$ cat src/rtl/alu_cmd_engine.sv
// Command engine for the combinational ALU. It queues operand/opcode commands and drives the ALU one at a time.
// It registers each result and returns it. Optional sticky flag accumulation is enabled with `define ALU_STICKY_FLAGS_EN.
module alu_cmd_engine #(
    parameter int WIDTH = 8,
    parameter int DEPTH = 4
) (
    input  logic             clk,
    input  logic             rst_n,
    input  logic             cmd_valid,
    output logic             cmd_ready,
    input  logic [WIDTH-1:0] cmd_a,
    input  logic [WIDTH-1:0] cmd_b,
    input  logic [2:0]       cmd_op,
    output logic [WIDTH-1:0] alu_a,
    output logic [WIDTH-1:0] alu_b,
    output logic [2:0]       alu_s,
    input  logic [WIDTH-1:0] alu_out,
    input  logic             alu_c,
    input  logic             alu_zero,
    input  logic             alu_of,
    output logic             rsp_valid,
    input  logic             rsp_ready,
    output logic [WIDTH-1:0] rsp_data,
    output logic [2:0]       rsp_flags,
    output logic             busy,
`ifdef ALU_STICKY_FLAGS_EN
    input  logic             sticky_clr,
    output logic [2:0]       sticky_flags,
`endif
    output logic [15:0]      done_count
);

    // Both interfaces use valid/ready. A transfer happens on a rising edge where valid and ready are both high.
    // valid holds its payload stable until that edge.
    localparam int AW = (DEPTH > 1) ? $clog2(DEPTH) : 1;
    localparam int CW = $clog2(DEPTH + 1);
    localparam logic [AW-1:0] PTR_ONE  = AW'(1);
    localparam logic [CW-1:0] CNT_ONE  = CW'(1);
    localparam logic [CW-1:0] CNT_FULL = CW'(DEPTH);

    typedef enum logic [1:0] {
        S_IDLE    = 2'd0,
        S_DRIVE   = 2'd1,
        S_CAPTURE = 2'd2,
        S_RESP    = 2'd3
    } state_t;

    state_t           state_q, state_d;
    logic [WIDTH-1:0] fifo_a_q  [DEPTH];
    logic [WIDTH-1:0] fifo_a_d  [DEPTH];
    logic [WIDTH-1:0] fifo_b_q  [DEPTH];
    logic [WIDTH-1:0] fifo_b_d  [DEPTH];
    logic [2:0]       fifo_op_q [DEPTH];
    logic [2:0]       fifo_op_d [DEPTH];
    logic [AW-1:0]    wr_ptr_q, wr_ptr_d;
    logic [AW-1:0]    rd_ptr_q, rd_ptr_d;
    logic [CW-1:0]    count_q, count_d;
    logic [WIDTH-1:0] alu_a_q, alu_a_d;
    logic [WIDTH-1:0] alu_b_q, alu_b_d;
    logic [2:0]       alu_s_q, alu_s_d;
    logic [WIDTH-1:0] rsp_data_q, rsp_data_d;
    logic [2:0]       rsp_flags_q, rsp_flags_d;
    logic             rsp_valid_q, rsp_valid_d;
    logic [15:0]      done_count_q, done_count_d;
    logic             push;
    logic             pop;

    assign cmd_ready = (count_q != CNT_FULL);
    assign push      = cmd_valid && cmd_ready;
    assign pop       = (state_q == S_IDLE) && (count_q != '0);

    always_comb begin
        fifo_a_d  = fifo_a_q;
        fifo_b_d  = fifo_b_q;
        fifo_op_d = fifo_op_q;
        wr_ptr_d  = wr_ptr_q;
        rd_ptr_d  = rd_ptr_q;
        count_d   = count_q;
        if (push) begin
            fifo_a_d[wr_ptr_q]  = cmd_a;
            fifo_b_d[wr_ptr_q]  = cmd_b;
            fifo_op_d[wr_ptr_q] = cmd_op;
            wr_ptr_d            = wr_ptr_q + PTR_ONE;
        end
        if (pop) begin
            rd_ptr_d = rd_ptr_q + PTR_ONE;
        end
        // A simultaneous push and pop leaves the occupancy unchanged.
        case ({push, pop})
            2'b10:   count_d = count_q + CNT_ONE;
            2'b01:   count_d = count_q - CNT_ONE;
            default: count_d = count_q;
        endcase
    end

    always_comb begin
        state_d      = state_q;
        alu_a_d      = alu_a_q;
        alu_b_d      = alu_b_q;
        alu_s_d      = alu_s_q;
        rsp_data_d   = rsp_data_q;
        rsp_flags_d  = rsp_flags_q;
        rsp_valid_d  = rsp_valid_q;
        done_count_d = done_count_q;
        case (state_q)
            S_IDLE: begin
                if (pop) begin
                    alu_a_d = fifo_a_q[rd_ptr_q];
                    alu_b_d = fifo_b_q[rd_ptr_q];
                    alu_s_d = fifo_op_q[rd_ptr_q];
                    state_d = S_DRIVE;
                end
            end
            // The ALU is purely combinational. One full cycle passes before its outputs are sampled.
            S_DRIVE: state_d = S_CAPTURE;
            S_CAPTURE: begin
                rsp_data_d  = alu_out;
                rsp_flags_d = {alu_of, alu_zero, alu_c};
                rsp_valid_d = 1'b1;
                state_d     = S_RESP;
            end
            S_RESP: begin
                if (rsp_ready) begin
                    rsp_valid_d  = 1'b0;
                    done_count_d = done_count_q + 16'd1;
                    state_d      = S_IDLE;
                end
            end
            default: state_d = S_IDLE;
        endcase
    end

    always_ff @(posedge clk or negedge rst_n) begin
        if (!rst_n) begin
            state_q      <= S_IDLE;
            wr_ptr_q     <= '0;
            rd_ptr_q     <= '0;
            count_q      <= '0;
            alu_a_q      <= '0;
            alu_b_q      <= '0;
            alu_s_q      <= '0;
            rsp_data_q   <= '0;
            rsp_flags_q  <= '0;
            rsp_valid_q  <= 1'b0;
            done_count_q <= '0;
            for (int i = 0; i < DEPTH; i++) begin
                fifo_a_q[i]  <= '0;
                fifo_b_q[i]  <= '0;
                fifo_op_q[i] <= '0;
            end
        end else begin
            state_q      <= state_d;
            wr_ptr_q     <= wr_ptr_d;
            rd_ptr_q     <= rd_ptr_d;
            count_q      <= count_d;
            alu_a_q      <= alu_a_d;
            alu_b_q      <= alu_b_d;
            alu_s_q      <= alu_s_d;
            rsp_data_q   <= rsp_data_d;
            rsp_flags_q  <= rsp_flags_d;
            rsp_valid_q  <= rsp_valid_d;
            done_count_q <= done_count_d;
            fifo_a_q     <= fifo_a_d;
            fifo_b_q     <= fifo_b_d;
            fifo_op_q    <= fifo_op_d;
        end
    end

    assign alu_a      = alu_a_q;
    assign alu_b      = alu_b_q;
    assign alu_s      = alu_s_q;
    assign rsp_valid  = rsp_valid_q;
    assign rsp_data   = rsp_data_q;
    assign rsp_flags  = rsp_flags_q;
    assign done_count = done_count_q;
    assign busy       = (state_q != S_IDLE) || (count_q != '0);

`ifdef ALU_STICKY_FLAGS_EN
    logic [2:0] sticky_q, sticky_d;

    // If a clear lands on a capture cycle, the clear wins and the new flags are dropped.
    always_comb begin
        sticky_d = sticky_q;
        if (sticky_clr) begin
            sticky_d = '0;
        end else if (state_q == S_CAPTURE) begin
            sticky_d = sticky_q | {alu_of, alu_zero, alu_c};
        end
    end

    always_ff @(posedge clk or negedge rst_n) begin
        if (!rst_n) begin
            sticky_q <= '0;
        end else begin
            sticky_q <= sticky_d;
        end
    end

    assign sticky_flags = sticky_q;
`endif

endmodule

$ cat config.mk
export PLATFORM = sky130hd
export DESIGN_NAME = alu_cmd_engine
export DESIGN_NICKNAME = d
export VERILOG_FILES = /design/src/rtl/alu_cmd_engine.sv
export SDC_FILE = /design/constraint.sdc
export NUM_CORES = 1
export LEC_CHECK = 0
export CAP_MARGIN = 20
export CORE_MARGIN = 3
export CORE_UTILIZATION = 40
export DETAILED_ROUTE_END_ITERATION = 8
export SLEW_MARGIN = 20
export SYNTH_ARGS = -nofsm -noshare
export SYNTH_HDL_FRONTEND = slang
export SYNTH_SLANG_ARGS = --single-unit
$ cat constraint.sdc
create_clock -name clk -period 2.7 [get_ports clk]
set_input_delay 0.54 -clock clk [delete_from_list [all_inputs] [get_ports clk]]
set_output_delay 0.54 -clock clk [all_outputs]
set_load 0.005 [all_outputs]
==> results of run 1 <==
-- area by class of cell --
| type | count | area (sq um) |
|---|---|---|
| clock buffers | 26 | 489.2 |
| clock inverters | 4 | 72.57 |
| fillers | 1142 | 6615 |
| inverters | 10 | 37.54 |
| multi-input cells | 206 | 2399 |
| flip-flops and latches | 132 | 3303 |
| well taps | 180 | 225.2 |
| repair buffers | 88 | 900.9 |
-- logic make-up (layout without fill, tap and decap cells) --
logic type | count (synthesis) | after routing | share of synthesized area (%)
DFF | 132 | 132 | 56.82
muxes | 127 | 127 | 30.84
and+or+nand+nor | 40 | 40 | 3.853
xor gates and xnor gates | 21 | 21 | 3.164
buffers and inverters | 21 | 128 | 1.959
adders and majority gates | 11 | 11 | 2.497
AOI/OAI and AO/OA | 7 | 7 | 0.8610
-- path summary, 6_finish.rpt --
kind	to	cells past startpoint
setup reg to reg	count_q[2]$_DFFE_PN0P_	9
hold reg to reg	done_count[15]$_DFFE_PN0P_	1
setup / recovery	busy	3
min in group clk	done_count[15]$_DFFE_PN0P_	1
hold / removal	rsp_flags[2]$_DFFE_PN0P_	1
max in group asynchronous	state_q[0]$_DFFE_PN0P_	2
-- cells in the final DEF, fill, tap and decap left out, types with 2 or more instances in the layout --
| master | netlist | final |
|---|---|---|
| sky130_fd_sc_hd__buf_4 | 0 | 4 |
| sky130_fd_sc_hd__clkbuf_1 | 2 | 6 |
| sky130_fd_sc_hd__clkbuf_16 | 0 | 17 |
| sky130_fd_sc_hd__and3_1 | 4 | 4 |
| sky130_fd_sc_hd__inv_1 | 10 | 10 |
| sky130_fd_sc_hd__nand2_1 | 10 | 10 |
| sky130_fd_sc_hd__nand4_1 | 5 | 5 |
| sky130_fd_sc_hd__nand3_1 | 7 | 7 |
| sky130_fd_sc_hd__buf_12 | 0 | 3 |
| sky130_fd_sc_hd__mux4_2 | 19 | 19 |
| sky130_fd_sc_hd__xnor2_1 | 18 | 18 |
| sky130_fd_sc_hd__nand2_4 | 4 | 4 |
| sky130_fd_sc_hd__nor2_1 | 4 | 4 |
| sky130_fd_sc_hd__nor3_1 | 2 | 2 |
| sky130_fd_sc_hd__mux2_2 | 67 | 67 |
| sky130_fd_sc_hd__o21ai_0 | 4 | 4 |
| sky130_fd_sc_hd__clkbuf_8 | 0 | 3 |
| sky130_fd_sc_hd__bufinv_16 | 0 | 2 |
| sky130_fd_sc_hd__clkdlybuf4s50_1 | 0 | 81 |
| sky130_fd_sc_hd__mux2_4 | 40 | 40 |
| sky130_fd_sc_hd__dfrtp_1 | 132 | 132 |
| sky130_fd_sc_hd__xor2_1 | 3 | 3 |
| sky130_fd_sc_hd__ha_1 | 10 | 10 |
-- state kept, by name, indices dropped and copies added (netlist names) --
name,cells
alu_b,8
done_count,16
state_q,2
rsp_flags,3
fifo_op_q,12
alu_a,8
wr_ptr_q,2
fifo_b_q,32
rd_ptr_q,2
count_q,3
alu_s,3
rsp_data,8
fifo_a_q,32
rsp_valid,1
-- layer usage --
metal | global-route usage, % | vias up | part of all wire [%]
li1 | - | 1475 | -
met1 | 20.21 | 1625 | 47
met2 | 23.10 | 83 | 46
met3 | 5.347 | 14 | 5.1
met4 | 5.110 | 0 | 1.5
met5 | 0 | - | 0
-- power breakdown --
| part | internal (uW) | switching, uW | leakage, uW |
|---|---|---|---|
| Clock | 1420 | 780 | 0.000270 |
| Combinational | 2320 | 1200 | 0.00144 |
| Sequential | 2930 | 561 | 0.00159 |
| Total | 6670 | 2540 | 0.00330 |
-- per-stage QoR --
step | util (%) | area (sq um) | hold slack (ps)
floorplan | - | 5813 | 244.4
global placement | 48.89 | 6865 | 465.7
detailed placement | 48.89 | 6865 | 487.1
CTS | 52.89 | 7427 | 133.8
global route | 52.89 | 7427 | 148.9
finish | 52.89 | 7427 | 127.7
-- Yosys cell counts --
library cell,number,area (sq um)
sky130_fd_sc_hd__nor3_1,2,10.01
sky130_fd_sc_hd__buf_2,4,20.02
sky130_fd_sc_hd__nand2_1,10,37.54
sky130_fd_sc_hd__and3_1,4,25.02
sky130_fd_sc_hd__inv_1,10,37.54
sky130_fd_sc_hd__buf_1,1,3.750
sky130_fd_sc_hd__xor2_1,3,26.28
sky130_fd_sc_hd__o21ai_0,4,20.02
sky130_fd_sc_hd__mux2_4,40,600.6
sky130_fd_sc_hd__and2_1,1,6.260
sky130_fd_sc_hd__mux4_2,19,427.9
sky130_fd_sc_hd__mux2i_1,1,10.01
sky130_fd_sc_hd__nand3_1,7,35.03
sky130_fd_sc_hd__mux2_2,67,754.5
sky130_fd_sc_hd__a21oi_1,1,5.000
sky130_fd_sc_hd__xnor2_1,18,157.7
sky130_fd_sc_hd__buf_6,4,45.04
sky130_fd_sc_hd__nand2_4,4,45.04
sky130_fd_sc_hd__ha_1,10,125.1
sky130_fd_sc_hd__a21boi_4,1,18.77
sky130_fd_sc_hd__nor2_2,1,6.260
sky130_fd_sc_hd__nor2_1,4,15.01
sky130_fd_sc_hd__clkbuf_1,2,7.510
sky130_fd_sc_hd__o22ai_1,1,6.260
sky130_fd_sc_hd__dfrtp_1,132,3303
sky130_fd_sc_hd__fa_1,1,20.02
sky130_fd_sc_hd__nor2b_1,2,12.51
sky130_fd_sc_hd__nand4_1,5,31.28
-- critical path, cell delays in order (launching register included) --
cell and delay [ps]:
sky130_fd_sc_hd__dfrtp_1 420, sky130_fd_sc_hd__nor3_1 370, sky130_fd_sc_hd__nand2_1 100, sky130_fd_sc_hd__clkdlybuf4s50_1 470
==> parameters.txt, run 1 <==
Parameter                              Value

Status
  Outcome    complete, no violations

Clock network
  Cell chosen for the clock root    sky130_fd_sc_hd__clkbuf_16
  Clock-pin slew reported for the worst setup and hold paths after clock tree synthesis    50 ps
  Skew-Pair Late Insertion Delay    410 ps
  Hold-fix buffer count after cts    0
  Post-CTS Resized    0
  Setup repair bufs after CTS    0
  Total clock sinks    roughly 130
  CTS Buffer Depth    2
  CTS tree    built
  Max H-tree Level    4
  Clock buffer count from CTS    17

Power and ir drop
  Worst IR Drop VDD    0.6569 mV
  Final Power    a little over 9000 uW
  P_leak    0.003302 uW
  Ratio of total power to cell area    ~1200 nW/um^2

Route
  Number of design-rule violations left by the first detailed-router iteration    95
  Average wire per cell in the routed design    17.11 um
  Total Routed Length    11060 um
  Drt first pass iters    4
  Remaining design rule violation count    0
  Number of antenna-violating nets in the routed design    0
  Detail-routed via count per cell    4.949
  DR vias    3197

Layout
  Area Growth Syn to Fin    27.77%
  Final-stage net count    500
  Fraction of layout cells with a size suffix above 1    35.19%
  Number of diodes    0
  Post-route insts no fill    646

Timing
  Worst Skew    9.023 ps
  Fin. max-slew vios    0
  Max Fclk    0.4338 GHz
  Setup violators final    0
  Hold violation count in the final report    0
  Setup repair after global routing missed its margin    no
  Slew Limit Headroom    61.85%
  Post-Route Setup TNS    0 ps
  Time the worst path needs with I/O delays and setup    roughly 2300 ps
  Setup slack of the critical path after layout    about 390 ps
  Ratio of final minimum period to clock period    a little under nine tenths
  Transition time of the tightest slew-check pin    572.2 ps

Synth
  Sequential fraction of the synthesis area    approximately 57%
  Number of warnings reported in the yosys synthesis log    0
  Avg Synthesized Cell Area    16.19 sq um
  Synth Instances    359
  Unique cell type count in the Yosys netlist    28
  Net count of the mapped netlist    404
  Syn Std Cell Area    5813 sq um
  Flip-flop and latch count after synthesis    132

Critical path
  Critical Path Sink Type    output pin
  Critical path origin    count_q[0]$_DFFE_PN0P_
  Critical Path Source Type    flop
  Arrival time at the worst endpoint    roughly 1800 ps
  R2r startpoint    state_q[0]$_DFFE_PN0P_
  Setup slack on the worst flop-to-flop path    690 ps
  Highest net fanout along the worst path    4
  Critical Setup Path Class    flop to output pin
  Required time of the critical path    2160 ps

Place
  Cell count after placement    616
  Routability Congestion    0.7190
  DP Wirelength    between 7000 and 8000 um
  Post-placement worst setup slack    419.4 ps
  Number of buffer cells added on primary ports    82

Die
  Y dimension of the die    ~130 um
  Number of rows created at floorplan    between 40 and 50
  Total die area    16010 sq um
  Effective utilization at floorplan    41.40%
  Core footprint    approximately 14000 sq um
  Number of placed I/O pins    83
  Die Width    126.6 um

GRT
  Number of global-route vias before repair    between 3000 and 4000
  Maximum number of pins on one net before global-route repair    48
  GRT Resource Usage Total    15.12%
  GRT Residual Overflow    0
  First-pass GRT wire length    18900 um
  Initial antenna violation count    0

Hold path
  Hold Path Class    input pin to async pin

Job
  Max-cap violations    0
Power figures use the tool's default switching activity.
==> run 2, diff against run 1 <==
CORE_MARGIN = 10   (was 3)
GPL_TIMING_DRIVEN = 0   (was default)
==> parameters.txt, run 2 (synthesis results as in run 1) <==
Parameter                              Value

Die
  Effective utilization at floorplan    41.40% (unchanged)
  Y dimension of the die    140.6 um (+11%)
  Core footprint    14040 sq um (unchanged)
  Number of placed I/O pins    83 (unchanged)
  Number of rows created at floorplan    43 (unchanged)
  Die Width    140.6 um (+11%)
  Total die area    19750 sq um (+23%)

Critical path
  Chain of cells forming the critical path    inv_1 -> ha_1 -> nor2b_2 -> clkbuf_4 -> ha_1 -> inv_1 -> fa_1 -> xor2_1 -> nor2_1 -> xor2_1
  Critical Path Source Type    flop
  Buffers and inverters on the worst path    3 (+2)
  Highest net fanout along the worst path    10 (+6)
  Largest delay share family, worst path    adder cells
  Critical Setup Path Class    flop to flop
  Arrival time at the worst endpoint    2750 ps (+980 ps)
  Critical Path Sink Type    flop
  Slowest cell on crit path    sky130_fd_sc_hd__dfrtp_1
  Crit path largest cell delay    390 ps (-80 ps)
  Required time of the critical path    3030 ps (+870 ps)

Layout
  Number of diodes    0 (unchanged)
  Most common cell after layout, fill and taps aside    sky130_fd_sc_hd__dfrtp_1
  Fraction of layout cells with a size suffix above 1    36.21% (+1.0 points)
  Most frequent cells in the layout    sky130_fd_sc_hd__dfrtp_1 (132), sky130_fd_sc_hd__clkdlybuf4s50_1 (81), sky130_fd_sc_hd__mux2_2 (67)
  Final-stage net count    507 (+1.4%)
  Post-route insts no fill    655 (+1.4%)
  Area Growth Syn to Fin    28.97%

Hold path
  Hold Path Class    flop to flop

Place
  Number of buffer cells added on primary ports    82 (unchanged)
  Cell count after placement    622 (+0.97%)
  DP Wirelength    7867 um (+8.6%)
  Routability Congestion    0.7111 (-1.1%)
  Post-placement worst setup slack    116.9 ps (-302.5 ps)

Timing
  Hold violation count in the final report    0 (unchanged)
  Slew Limit Headroom    52.76% (-9.1 points)
  Worst Skew    7.332 ps (-1.691 ps)
  Fin. max-slew vios    0 (unchanged)
  Transition time of the tightest slew-check pin    708.5 ps (+136.3 ps)
  Time the worst path needs with I/O delays and setup    2418 ps (+112.2 ps)
  Setup slack of the critical path after layout    282.5 ps (-112.2 ps)
  Setup violators final    0 (unchanged)
  Ratio of final minimum period to clock period    89.54% (+4.2 points)
  Max Fclk    0.4136 GHz (-4.6%)
  Post-Route Setup TNS    0 ps (unchanged)
  Setup repair after global routing missed its margin    no

GRT
  Number of global-route vias before repair    3629 (+1.0%)
  GRT Resource Usage Total    12.64% (-2.5 points)
  Initial antenna violation count    0 (unchanged)
  GRT Residual Overflow    0 (unchanged)
  Maximum number of pins on one net before global-route repair    98 (+100%)
  First-pass GRT wire length    19820 um (+4.9%)

Power and ir drop
  Switching pwr    2625 uW (+3.2%)
  Clock network fraction of total power    24.4% (+0.5 points)
  Combinational cell fraction of total power    38.7% (+0.4 points)
  Fraction of power spent switching nets    28.10% (+0.49 points)
  Sequential group share of total power    36.9% (-1.0 points)
  Internal power of the cells    6717 uW (+0.66%)
  P_leak    0.003339 uW (+1.1%)
  Ratio of total power to cell area    1246 nW/um^2 (+0.40%)
  Worst IR Drop VDD    0.5315 mV (-19%)

Clock network
  Clock-pin slew reported for the worst setup and hold paths after clock tree synthesis    60 ps (about the same)
  Clock buffer count from CTS    17 (unchanged)
  Setup repair bufs after CTS    0 (unchanged)
  CTS tree    built
  CTS Buffer Depth    2 (unchanged)
  Cell chosen for the clock root    sky130_fd_sc_hd__clkbuf_16
  Skew-Pair Late Insertion Delay    410 ps (about the same)
  Total clock sinks    132 (unchanged)
  Max H-tree Level    4 (unchanged)

Route
  Remaining design rule violation count    0 (unchanged)
  Drt first pass iters    4 (unchanged)
  Total Routed Length    11960 um (+8.2%)
  Average wire per cell in the routed design    18.26 um (+6.7%)
  DR vias    3303 (+3.3%)
  Number of antenna-violating nets in the routed design    0 (unchanged)
  Number of design-rule violations left by the first detailed-router iteration    124 (+31%)
  Detail-routed via count per cell    5.043 (+1.9%)

Job
  Max-cap violations    0 (unchanged)

Status
  Outcome    complete, no violations
[run 2: metal layers]
layer | routed length [um] | global-route usage (%)
met1 | 5630 | 16.08
met4 | 133 | 4.891
met5 | 0 | 0
met3 | 652 | 4.226
met2 | 5543 | 19.43
[run 2: power by group through the flow]
stage / registers [uW] / logic [uW] / clock network (uW)
finish: 3450 / 3620 / 2280
global route: 3570 / 3950 / 2430
CTS: 3450 / 3690 / 2340
detailed placement: 3470 / 3670 / 0
global placement: 3440 / 3590 / 0
floorplan: 3360 / 2510 / 0
[run 2: through the flow]
| stage | area [sq um] | hold WS [ps] | utilization (%) | total power [uW] |
|---|---|---|---|---|
| floorplan | 5813 | 244.4 | - | 5873 |
| global placement | 6859 | 465.6 | 48.85 | 7030 |
| detailed placement | 6892 | 431.4 | 49.08 | 7136 |
| CTS | 7492 | 490.6 | 53.35 | 9479 |
| global route | 7497 | 511.6 | 53.39 | 9948 |
| finish | 7497 | 483.6 | 53.39 | 9342 |
[run 2: layout make-up]
| cell class | count | area, sq um |
|---|---|---|
| buffer | 11 | 78.83 |
| clock buffer | 24 | 491.7 |
| clock inverter | 8 | 98.84 |
| fill | 1174 | 6545 |
| inverter | 10 | 37.54 |
| multi-input combinational | 206 | 2399 |
| sequential | 132 | 3303 |
| tap | 180 | 225.2 |
| timing repair buffer | 84 | 863.3 |
[run 2: final timing paths]
path	start	endpoint	slack (ps)	cells past startpoint
max in group asynchronous	rst_n	fifo_a_q[16]$_DFFE_PN0P_	1350	3
min reg2reg	done_count[15]$_DFFE_PN0P_	done_count[15]$_DFFE_PN0P_	480	1
min	done_count[15]$_DFFE_PN0P_	done_count[15]$_DFFE_PN0P_	480	1
min in group asynchronous	rst_n	rsp_data[5]$_DFFE_PN0P_	590	2
max	state_q[0]$_DFFE_PN0P_	count_q[2]$_DFFE_PN0P_	280	10
max reg2reg	state_q[0]$_DFFE_PN0P_	count_q[2]$_DFFE_PN0P_	280	10
[run 2: what timing repair did]
item	4_1_cts	5_1_grt
hold buffers	1	0
endpoints found under the hold margin	35	0
setup endpoints to repair	0	1
resized for setup	0	2
==> run 3, diff against run 2 <==
CTS_CLUSTER_DIAMETER = 200   (was default)
==> results of run 3 <==
The final DEF is identical to that of run 2; final timing and power are the same.
